$ cat src/rtl/pqvalue_vec_seq.sv
// Vector sequencer for the pqvalue modular ALU: streams len operand pairs from a
// 2R/1W coefficient register file through the combinational ALU and writes results back.
module pqvalue_vec_seq #(
    parameter int ADDR_W = 8,
    parameter int LEN_W  = 9,
    parameter int DATA_W = 23
) (
    input  logic              clk_i,
    input  logic              rst_ni,
    input  logic              start_i,
    input  logic [1:0]        op_i,
    input  logic              red_i,
    input  logic [ADDR_W-1:0] src_a_i,
    input  logic [ADDR_W-1:0] src_b_i,
    input  logic [ADDR_W-1:0] dst_i,
    input  logic [LEN_W-1:0]  len_i,
    input  logic              hold_i,
    output logic              busy_o,
    output logic              done_o,
    output logic              err_o,
    output logic              rd_en_o,
    output logic [ADDR_W-1:0] rd_a_addr_o,
    output logic [ADDR_W-1:0] rd_b_addr_o,
    input  logic [DATA_W-1:0] rd_a_data_i,
    input  logic [DATA_W-1:0] rd_b_data_i,
    output logic              we_o,
    output logic [ADDR_W-1:0] wr_addr_o,
    output logic [DATA_W-1:0] wr_data_o,
    output logic [DATA_W-1:0] alu_a_o,
    output logic [DATA_W-1:0] alu_b_o,
    output logic [1:0]        alu_sel_op_o,
    output logic              alu_sel_red_o,
    input  logic [DATA_W-1:0] alu_res_i
);
    // stage 1: read data at ALU inputs; stage 2: registered result at write port
    localparam int STAGES = 2;

    typedef enum logic [1:0] {IDLE, RUN, DRAIN, FIN} state_t;

    typedef struct packed {
        logic [1:0]        op;
        logic              red;
        logic [ADDR_W-1:0] src_a;
        logic [ADDR_W-1:0] src_b;
        logic [ADDR_W-1:0] dst;
        logic [LEN_W-1:0]  len;
    } cmd_t;

    state_t            state, state_nxt;
    cmd_t              cmd_q;
    logic [LEN_W-1:0]  rd_idx, wr_idx;
    logic [STAGES:1]   vld_pipe;
    logic [DATA_W-1:0] res_q;
    logic              issue, last_issue;

    assign issue      = (state == RUN) && !hold_i;
    assign last_issue = issue && (rd_idx == cmd_q.len - LEN_W'(1));

    always_comb begin
        state_nxt = state;
        case (state)
            IDLE:    if (start_i) state_nxt = (op_i == 2'b00 || len_i == '0) ? FIN : RUN;
            RUN:     if (last_issue) state_nxt = DRAIN;
            // only the final element is left when stage 2 is valid and stage 1 is empty
            DRAIN:   if (vld_pipe[STAGES] && !vld_pipe[1]) state_nxt = FIN;
            FIN:     state_nxt = IDLE;
            default: state_nxt = IDLE;
        endcase
    end

    always_ff @(posedge clk_i or negedge rst_ni) begin
        if (!rst_ni) begin
            state    <= IDLE;
            cmd_q    <= '0;
            rd_idx   <= '0;
            wr_idx   <= '0;
            vld_pipe <= '0;
            res_q    <= '0;
        end else begin
            state    <= state_nxt;
            vld_pipe <= {vld_pipe[STAGES-1:1], issue};
            if (state == IDLE && start_i) begin
                cmd_q  <= '{op: op_i, red: red_i, src_a: src_a_i, src_b: src_b_i,
                            dst: dst_i, len: len_i};
                rd_idx <= '0;
                wr_idx <= '0;
            end else begin
                if (issue)              rd_idx <= rd_idx + LEN_W'(1);
                if (vld_pipe[STAGES])   wr_idx <= wr_idx + LEN_W'(1);
            end
            if (vld_pipe[1]) res_q <= alu_res_i;
        end
    end

    assign busy_o        = (state == RUN) || (state == DRAIN);
    assign done_o        = (state == FIN);
    assign err_o         = (state == FIN) && (cmd_q.op == 2'b00);
    assign alu_sel_op_o  = (state != IDLE) ? cmd_q.op  : 2'b00;
    assign alu_sel_red_o = (state != IDLE) ? cmd_q.red : 1'b0;

    assign rd_en_o     = issue;
    assign rd_a_addr_o = issue ? cmd_q.src_a + ADDR_W'(rd_idx) : '0;
    assign rd_b_addr_o = issue ? cmd_q.src_b + ADDR_W'(rd_idx) : '0;

    assign alu_a_o = vld_pipe[1] ? rd_a_data_i : '0;
    assign alu_b_o = vld_pipe[1] ? rd_b_data_i : '0;

    // writes retire in issue order, so a separate write index tracks dst+i
    assign we_o      = vld_pipe[STAGES];
    assign wr_addr_o = vld_pipe[STAGES] ? cmd_q.dst + ADDR_W'(wr_idx) : '0;
    assign wr_data_o = vld_pipe[STAGES] ? res_q : '0;
endmodule

$ cat config.mk
export PLATFORM = sky130hd
export DESIGN_NAME = pqvalue_vec_seq
export DESIGN_NICKNAME = d
export VERILOG_FILES = /design/src/rtl/pqvalue_vec_seq.sv
export SDC_FILE = /design/constraint.sdc
export NUM_CORES = 1
export LEC_CHECK = 0
export CAP_MARGIN = 30
export CORE_MARGIN = 3
export CORE_UTILIZATION = 38
export CTS_CLUSTER_SIZE = 28
export DETAILED_ROUTE_END_ITERATION = 7
export DONT_BUFFER_PORTS = 1
export HOLD_SLACK_MARGIN = 0.1
export SLEW_MARGIN = 10
export SYNTH_ARGS = -nofsm -noshare
export SYNTH_HDL_FRONTEND = slang
export SYNTH_SLANG_ARGS = --single-unit
$ cat constraint.sdc
create_clock -name clk_i -period 3.2 [get_ports clk_i]
set_input_delay 0.32 -clock clk_i [delete_from_list [all_inputs] [get_ports clk_i]]
set_output_delay 0.32 -clock clk_i [all_outputs]
set_load 0.005 [all_outputs]
# Yosys cells after proc, flatten, opt, wreduce, memory -nomap -nowiden
# Index checks and enable logic that the tools add are counted.
[totals]
regBits = 81
input_bits = 109
out_inout_bits = 101
word_cells = 58
[classes]
n_addsub = 6
eq_ne = 7
muxes = 17
reduce_logical = 17
[ops]
columns = ["op", "n"]
rows = [
  ["23-bit 2-to-1 mux", 3],
  ["9-bit 2-to-1 mux", 4],
  ["8-bit adder", 3],
  ["8-bit 2-to-1 mux", 3],
  ["9-bit by 1-bit adder with 9-bit output (second input constant)", 2],
  ["2-bit 2-to-1 mux", 5],
  ["9-bit equality test", 1],
  ["9-bit zero test", 1],
  ["9-bit by 1-bit subtractor with 9-bit output (second input constant)", 1],
  ["2-bit case mux with 4 select lines", 1],
  ["2-bit zero test", 3],
  ["2-bit inequality test (second input constant)", 3],
  ["2-bit nonzero test", 3],
  ["1-bit logical AND", 5],
  ["2-bit equality test (second input constant)", 2],
  ["3-bit AND reduction", 1],
  ["2-bit by 1-bit equality test with 1-bit output (second input constant)", 1],
  ["1-bit zero test", 2],
  ["1-bit logical OR", 2],
  ["1-bit 2-to-1 mux", 1],
]

# Longest topological paths before layout
# Gate-level depths: netlist of the first run.
[logic_depth]
ltp_word = 5
mapped_depth = 9
depth_no_buf = 8

# Least setup slack after synthesis of the first run
# No wires, ideal clock.
[synth_path]
kind = "reg2reg"
startpoint = "reg cmd_q[3] (netlist bit)"
endpoint = "reg state[1]"
setup_ps = 128
arrival_time_ps = 2223
required_ps = 3072
slack_ps = 849
stages_incl_launch_ff = 8
path_buffers = 1
cell_sequence = "dfrtp_1 buf_6 or4_4 or4_1 and3_4 a2111oi_4 o221ai_2 mux2i_1"
[synth_between]
elab_chain_cells = 5
[synth_rtl]
columns = ["element", "line", "source"]
rows = [
  ["from (decl)", "50", "cmd_t cmd_q;"],
  ["from (signal assigned)", "83", "cmd_q <= '{op: op_i, red: red_i, src_a: src_a_i, src_b: src_b_i,"],
  ["9-bit by 1-bit subtractor with 9-bit output", "57", "assign last_issue = issue && (rd_idx == cmd_q.len - LEN_W'(1));"],
  ["9-bit equality test", "57", ""],
  ["1-bit logical AND", "57", ""],
  ["2-bit inequality test (no source line)", "-", ""],
  ["3-bit AND reduction (no source line)", "-", ""],
  ["to (signal assigned)", "80", "state <= state_nxt;"],
  ["to (decl)", "49", "state_t state, state_nxt;"],
]
# No other way between the ends.
# A chain may end at the register's enable or synchronous reset.

# Worst setup path after layout of the first run
[layout_path]
startpoint = "reg rd_idx[1]"
endpoint = "out rd_b_addr_o[7]"
[layout_between]
elab_chain_cells = 2
[layout_rtl]
columns = ["element", "line", "source"]
rows = [
  ["from (decl)", "51", "logic [LEN_W-1:0] rd_idx, wr_idx;"],
  ["from (signal assigned)", "88", "if (issue) rd_idx <= rd_idx + LEN_W'(1);"],
  ["8-bit adder", "103", "assign rd_b_addr_o = issue ? cmd_q.src_b + ADDR_W'(rd_idx) : '0;"],
  ["8-bit 2-to-1 mux", "103", ""],
  ["to (decl)", "23", "output logic [ADDR_W-1:0] rd_b_addr_o,"],
]
# No other way between the ends.

==> results of run 1 <==
[where the power goes]
part           internal, mW  switching (mW)
registers              1.43           0.397
logic                 0.849           0.968
clock network         0.549           0.428
[cells in the mapped netlist, types with 2 or more instances]
cell,n,share of area (%)
a2111oi_0,3,0.54
a21o_1,6,0.92
a21oi_1,23,2.3
and2_1,76,9.7
and3_1,2,0.25
buf_1,2,0.15
clkbuf_1,25,1.9
dfrtp_1,80,41
fa_1,3,1.2
ha_1,28,7.1
inv_1,14,1.1
mux2_2,23,5.3
mux2i_1,2,0.41
nand2_1,117,8.9
nand2b_1,3,0.38
nand3_1,2,0.20
nand3b_1,2,0.31
nand4_1,6,0.76
nor2_1,29,2.2
nor2b_1,4,0.51
nor3_1,2,0.20
nor4_1,5,0.64
o2111ai_1,2,0.36
o211ai_1,2,0.31
o21ai_0,14,1.4
o21bai_1,6,0.92
or2_2,2,0.25
or3_1,10,1.3
xnor2_1,16,2.9
xor2_1,21,3.7
[timing repair]
item	in CTS	in global routing
hold endpoints to repair	111	0
resized for setup	0	0
setup endpoints to repair	0	0
hold buffers	33	0
[per-layer routing]
layer | GRT usage [%] | up-vias
met5 | 0 | -
met4 | 4.37 | 0
met3 | 5.09 | 13
met2 | 28.0 | 121
met1 | 24.8 | 1853
li1 | - | 1840
[worst paths after layout]
path | endpoint | slack, ns | startpoint
max | rd_b_addr_o[7] | 0.24 | rd_idx[1]
min in group asynchronous | cmd_q[21] | 0.52 | rst_ni
max reg2reg | state[1] | 0.70 | cmd_q[2]
max in group asynchronous | vld_pipe[1] | 2.31 | rst_ni
min | cmd_q[26] | 0.12 | src_a_i[1]
min reg2reg | cmd_q[33] | 0.47 | cmd_q[33]
[stage by stage]
step	hold slack [ns]	total power [mW]
floorplan	0.0244	3.15
global placement	0.0270	3.53
detailed placement	0.0275	3.58
CTS	0.102	4.66
global route	0.104	5.04
finish	0.117	4.62
[flip-flops by register name (all words and copies together) (netlist names)]
name,count
res_q,23
cmd_q,36
wr_idx,8
rd_idx,9
vld_pipe,2
state,2
[worst max-delay path, cell delays in order (launching register included)]
cell	delay (ns)
dfrtp_1	0.57
ha_1	0.30
a21o_1	0.15
a21oi_1	0.23
o21bai_1	0.13
a2111oi_0	0.54
o21ai_0	0.17
a21oi_1	0.21
[cell type report]
| class | instances | share of cell area [%] |
|---|---|---|
| clock inverters | 5 | 0.725 |
| repair buffers | 38 | 7.12 |
| multi-input cells | 422 | 48.1 |
| flip-flops and latches | 80 | 35.2 |
| inverters | 15 | 0.988 |
| clock buffers | 10 | 4.20 |
| well taps | 168 | 3.69 |
[cells by family after synthesis]
logic type,count (synthesis)
AO/OA/AOI/OAI,64
XOR/XNOR,37
adder cells (fa/ha/maj),31
buffers and inverters,43
flip-flops,80
multiplexers,25
AND/OR/NAND/NOR,265
==> impl_metrics.ini, run 1 <==
[run_status]
status = finished clean

[clock_tree]
root_buffer = clkbuf_16
cts.reportedPaths.clkPinSlew_ns = 0.06
post-cts-setup-buffers = 0
cts_buffers = 9
h-tree-depth = 3
clock_sinks = 80
clk_latency_ns = 0.34
clockBufferDepth = 2
tritoncts = done

[route]
top_layer = met4
vias = 3827
wire_per_inst_microns = 17.2
wl_mm = 12.7
wl_met1_mm = 5.74
drc = 0
ant_nets = 0
vias_per_cell = 5.19
drt_iter0_markers = 189
dr_wl_met3_microns = 757
first_pass_iters = 4
wl_met2_mm = 6.09

[power]
power_density_nw_per_um2 = 810
peakVddDrop_v = 0.000352
p_leak_nw = 2.66

[timing]
setup_tns_ns = 0
tightestPinTransition_ns = 0.925
rsz0062_at_grt = no
setup_ws_ns = 0.243
setup_violations = 0
fin_skew_ns = 0.00563
min_period_over_period_pct = 92.4
max_freq_mhz = 338
final-hold-violation-count = 0
fin_crit_ns = 2.96
slew_headroom_pct = 38.3
slew_viol_final = 0

[finish]
final_common_cell = nand2_1
drive_gt1_share_pct = 9.12
postLayoutCoreUtil_pct = 46.3
register_area_sq_um = 2000
final_cell_mix = 117 x nand2_1, 79 x dfrtp_1, 75 x and2_1
final_area_sq_um = 5700
fillers = 1213
nets = 706
diodes = 0
multi_input_area_sq_um = 2740
finalNonFillerCells = 738
area_growth_syn_to_layout_pct = 16.0

[logic_synthesis]
synthSimpleGateAreaFrac_pct = 26.6
synth-xor-area-share_pct = 6.60
yosysSeqAreaShare_pct = 40.8
synthCells = 545
async_flop_share_pct = 100
synth_ff_type = dfrtp_1
avgSynthCellArea_sq_um = 9.01
yosys.area_share.adder_pct = 8.36
netlist_area_sq_um = 4910
synth_seq_cells = 80
synth_top_family_by_area = simple AND/OR/NAND/NOR gates
ys_types = 45
synth_fp_nets = 685
synth_compound_area_share_pct = 8.59
synth-edff-count = 0
ys_warn_count = 0
synthMuxAreaShare_pct = 5.68

[die]
start_util_pct = 39.9
io_pins = 210
die-area_sq_um = 14300
die_h_microns = 120
rows = 40
coreArea_sq_um = 12300
chipWidth_microns = 120

[global_route]
grtUsageTotal_pct = 18.0
grt_overflow = 0
grt_pass1_wl_mm = 20.5
grt_pass1_vias = 3905
grt_start_max_net_pins = 81
grt_antenna_before_repair = 0

[setup_path]
arrival_ns = 2.64
crit_type = reg -> out
critPathMaxFanout = 8
startpoint_type = flip-flop
end_kind = output port
worstPathRequired_ns = 2.88
r2r_cells = 6

[placed_design]
dp_cells = 689
dp_hpwl_mm = 9.19
placed_cell_area_sq_um = 5040
place.gp.congestion = 0.798
pre_cts_slack_ns = 0.691
port_buffers = 0

[worst_hold_path]
hold_depth = 2
hp-class = in -> reg

[run]
drv_cap = 0
Power figures use the tool's default switching activity.
==> run 2, diff against run 1 <==
clock period = 3.8 ns   (was 3.2 ns; I/O delays follow)
==> impl_metrics.ini, run 2 (synthesis gave the netlist of run 1 again) <==
[run_status]
status = finished clean

[die]
die-area_sq_um = 14300
start_util_pct = 39.9
coreArea_sq_um = 12300
io_pins = 210
rows = 40
chipWidth_microns = 120
die_h_microns = 120

[setup_path]
r2r_cells = 8
r2r_slack_ns = 1.17
startpoint_type = flip-flop
end_kind = output port
critPathMaxFanout = 8
reg2reg_from = state[1]
worst_r2r_endpoint = state[1]
crit_type = reg -> out
worstPathRequired_ns = 3.42
arrival_ns = 2.65

[finish]
final_cell_mix = 117 x nand2_1, 79 x dfrtp_1, 75 x and2_1
nets = 673
regMostFlops = cmd_q
finalNonFillerCells = 705
area_growth_syn_to_layout_pct = 9.50
drive_gt1_share_pct = 9.31
diodes = 0
final_common_cell = nand2_1
fillers = 1221
reg_top3 = cmd_q (36), res_q (23), rd_idx (9)
final_area_sq_um = 5380
largest_register_ffs = 36

[timing]
tightestPinTransition_ns = 0.898
final-hold-violation-count = 0
fin_skew_ns = 0.00550
rsz0062_at_grt = no
max_freq_mhz = 331
slew_viol_final = 0
setup_violations = 0
fin_crit_ns = 3.03
slew_headroom_pct = 40.1
min_period_over_period_pct = 79.6
hold_ws_ns = 0.143
setup_tns_ns = 0

[route]
wire_per_inst_microns = 17.9
vias = 3720
ant_nets = 0
wl_mm = 12.6
drt_iter0_markers = 160
first_pass_iters = 4
drc = 0
vias_per_cell = 5.28

[power]
power_density_nw_per_um2 = 715
peakVddDrop_v = 0.000253
p_leak_nw = 2.53

[global_route]
grt_pass1_wl_mm = 20.2
grt_antenna_before_repair = 0
grt_pass1_vias = 3867
grt_overflow = 0
grt_start_max_net_pins = 81
grtUsageTotal_pct = 17.6

[clock_tree]
cts_resized = 0
h-tree-depth = 3
clock_sinks = 80
root_buffer = clkbuf_16
cts_buffers = 9
clk_latency_ns = 0.34
clockBufferDepth = 2
cts.reportedPaths.clkPinSlew_ns = 0.06
tritoncts = done

[placed_design]
placed_cell_area_sq_um = 5040
dp_hpwl_mm = 9.29
port_buffers = 0
place.gp.congestion = 0.814
dp_cells = 687

[worst_hold_path]
min-delay-start = dst_i[3]
hold_depth = 2
hold_end = cmd_q[12]
hp-class = in -> reg

[run]
drv_cap = 0
run 2: cell count changes in the layout (fill, tap and decap cells not counted):
| cell | before | now |
|---|---|---|
| clkinvlp_4 | 2 | 1 |
| dlygate4sd3_1 | 32 | 1 |
| clkinv_4 | 1 | 3 |
| buf_4 | 4 | 1 |
| buf_12 | 0 | 2 |
| inv_6 | 2 | 1 |
| buf_16 | 2 | 1 |
run 2: power breakdown:
part           switching, mW  internal [mW]
logic                  0.809          0.691
clock network          0.361          0.462
registers              0.323           1.20
run 2: critical path, stage by stage (launching register included):
cell and delay, ns:
dfrtp_1 0.55, ha_1 0.30, a21o_1 0.15, a21oi_1 0.22, o21bai_1 0.12, a2111oi_0 0.56
o21ai_0 0.18, a21oi_1 0.22
run 2: per-stage QoR:
step           power, mW  utilization, %  worst slack [ns]
4_1_cts             3.89            43.5             0.772
5_1_grt             4.20            43.7             0.490
6_report            3.85            43.7             0.775
3_5_place_dp        3.02            40.9              1.15
2_1_floorplan       2.66               -              1.45
3_3_place_gp        2.96            40.8              1.23
run 2: area by class of cell:
class / count / area, sq um / share of cell area [%]
flip-flops and latches: 80 / 2000 / 37.2
clock inverters: 5 / 42.5 / 0.791
clock buffers: 10 / 239 / 4.44
well taps: 168 / 210 / 3.91
repair buffers: 5 / 85.1 / 1.58
inverters: 15 / 56.3 / 1.05
multi-input cells: 422 / 2740 / 51.0
run 2: timing repair:
action / 4_1_cts / 5_1_grt
hold buffers: 2 / 0
hold endpoints to repair: 80 / 0
setup buffers: 0 / 0
run 2: routing by layer:
| metal | up-vias | global-route usage [%] | share of wire, % |
|---|---|---|---|
| li1 | 1772 | - | - |
| met1 | 1812 | 24.2 | 44 |
| met2 | 124 | 27.6 | 48 |
| met3 | 12 | 4.48 | 6.5 |
| met4 | 0 | 5.23 | 1.3 |
| met5 | - | 0 | 0 |
run 2: worst max-delay path by stage:
stage / from / endpoint / slack (ns)
after floorplan: cmd_q[3] / state[1] / 1.45
after global placement: rd_idx[1] / rd_a_addr_o[7] / 1.23
after detailed placement: state[1] / state[1] / 1.15
after CTS: rd_idx[1] / rd_b_addr_o[7] / 0.77
after global routing: rd_idx[1] / rd_b_addr_o[7] / 0.49
final: rd_idx[1] / rd_b_addr_o[7] / 0.77
==> run 3, diff against run 2 <==
clock period = 2.4 ns   (was 3.8 ns; I/O delays follow)
==> impl_metrics.ini, run 3 (synthesis gave the netlist of run 1 again) <==
[finish]
final_common_cell = nand2_1
finalNonFillerCells = 790
regMostFlops = cmd_q
final_cell_mix = 117 x nand2_1, 78 x dfrtp_1, 75 x and2_1
reg_top3 = cmd_q (36), res_q (23), rd_idx (9)
area_growth_syn_to_layout_pct = 28.4
drive_gt1_share_pct = 16.1
diodes = 0
largest_register_ffs = 36
postLayoutCoreUtil_pct = 51.2
nets = 757

[power]
p_leak_nw = 2.93
power_density_nw_per_um2 = 1040
peakVddDrop_v = 0.000446

[worst_hold_path]
hp-class = in -> reg
hold_end = state[1]
min-delay-start = start_i
hold_depth = 2

[setup_path]
crit_type = reg -> out
arrival_ns = 2.16
r2r_slack_ns = 0.11
startpoint_type = flip-flop
end_kind = output port
reg2reg_from = cmd_q[2]
worstPathRequired_ns = 2.16
critPathMaxFanout = 4
r2r_cells = 6
worst_r2r_endpoint = state[1]

[route]
vias_per_cell = 5.06
ant_nets = 0
drc = 0
drt_iter0_markers = 226
wire_per_inst_microns = 16.7
vias = 3998
wl_mm = 13.2
first_pass_iters = 4

[placed_design]
dp_hpwl_mm = 9.32
port_buffers = 0
dp_cells = 702
place.gp.congestion = 0.866

[timing]
slew_headroom_pct = 57.7
rsz0062_at_grt = yes
fin_skew_ns = 0.00497
final-hold-violation-count = 0
min_period_over_period_pct = 99.8
slew_viol_final = 0
setup_violations = 0
tightestPinTransition_ns = 0.634
max_freq_mhz = 417
fin_crit_ns = 2.40

[clock_tree]
tritoncts = done
clock_sinks = 80
cts_buffers = 9
clockBufferDepth = 2
root_buffer = clkbuf_16
clk_latency_ns = 0.34
cts.reportedPaths.clkPinSlew_ns = 0.06
h-tree-depth = 3

[global_route]
grt_overflow = 0
grt_pass1_vias = 4155
grt_pass1_wl_mm = 21.2
grt_start_max_net_pins = 81
grtUsageTotal_pct = 18.5
grt_antenna_before_repair = 0

[die]
rows = 40
io_pins = 210
die-area_sq_um = 14300
die_h_microns = 120
start_util_pct = 39.9
coreArea_sq_um = 12300
chipWidth_microns = 120

[run]
drv_cap = 0

[run_status]
status = finished clean
-- run 3: cell types whose count changed in the layout (fill, tap and decap cells not counted), moves of 4 or more --
cell	before	now
a21oi_2	0	9
dlygate4sd3_1	1	60
ha_1	28	24
a21oi_1	23	13
buf_4	1	26
-- run 3: what timing repair did --
action                     in CTS  in global routing
hold buffers                   61                  0
pin swaps                      15                 15
hold endpoints to repair      139                  0
cloned                          0                  0
gates resized for setup        24                 10
buffers inserted                9                  2
setup endpoints to repair       6                  9
-- run 3: worst max path at each step --
stage	start	endpoint	slack, ns	depth (start not counted)
6_report	rd_idx[1]	rd_a_addr_o[7]	0.005	7
5_1_grt	rd_idx[0]	rd_a_addr_o[6]	-0.16	8
4_1_cts	rd_idx[0]	rd_a_addr_o[6]	-0.01	8
3_5_place_dp	rd_idx[1]	rd_b_addr_o[7]	0.03	7
3_3_place_gp	rd_idx[1]	rd_a_addr_o[7]	0.06	7
2_1_floorplan	cmd_q[3]	state[1]	0.05	7
-- run 3: stage by stage --
step	setup WS, ns	power [mW]	TNS (ns)	instance area (sq um)	hold slack (ns)
global placement	0.0552	4.82	0	5160	-0.0533
CTS	-0.0100	6.59	-0.0100	6230	0.145
detailed placement	0.0267	4.92	0	5160	-0.0538
finish	0.00451	6.54	0	6300	0.172
floorplan	0.0489	4.21	0	4910	-0.0556
global route	-0.157	7.13	-0.617	6300	0.168
-- run 3: critical path: stages (launching register included) --
cell and delay, ns:
dfrtp_1 0.41, ha_1 0.29, a21o_1 0.16, a21oi_2 0.20, o21bai_2 0.12, a2111oi_4 0.32, o21ai_1 0.11, a21oi_1 0.20
-- run 3: final cells by class --
type,count,area (sq um)
clock inverters,6,50.0
repair buffers,89,863
fillers,1127,6010
flip-flops and latches,80,2000
multi-input cells,422,2880
inverters,15,56.3
well taps,168,210
clock buffers,10,239
-- run 3: metal layers --
layer  vias up  part of all wire (%)  track usage (%)
li1       1954                     -                -
met1      1924                    45             24.5
met2       113                    49             30.5
met3         7                   4.5             4.95
met4         0                  0.88             4.22
met5         -                     0                0
-- run 3: report_power, final --
group | total, mW | switching, mW | internal (mW)
clock | 1.34 | 0.599 | 0.744
sequential | 2.32 | 0.413 | 1.90
combinational | 2.88 | 1.52 | 1.36
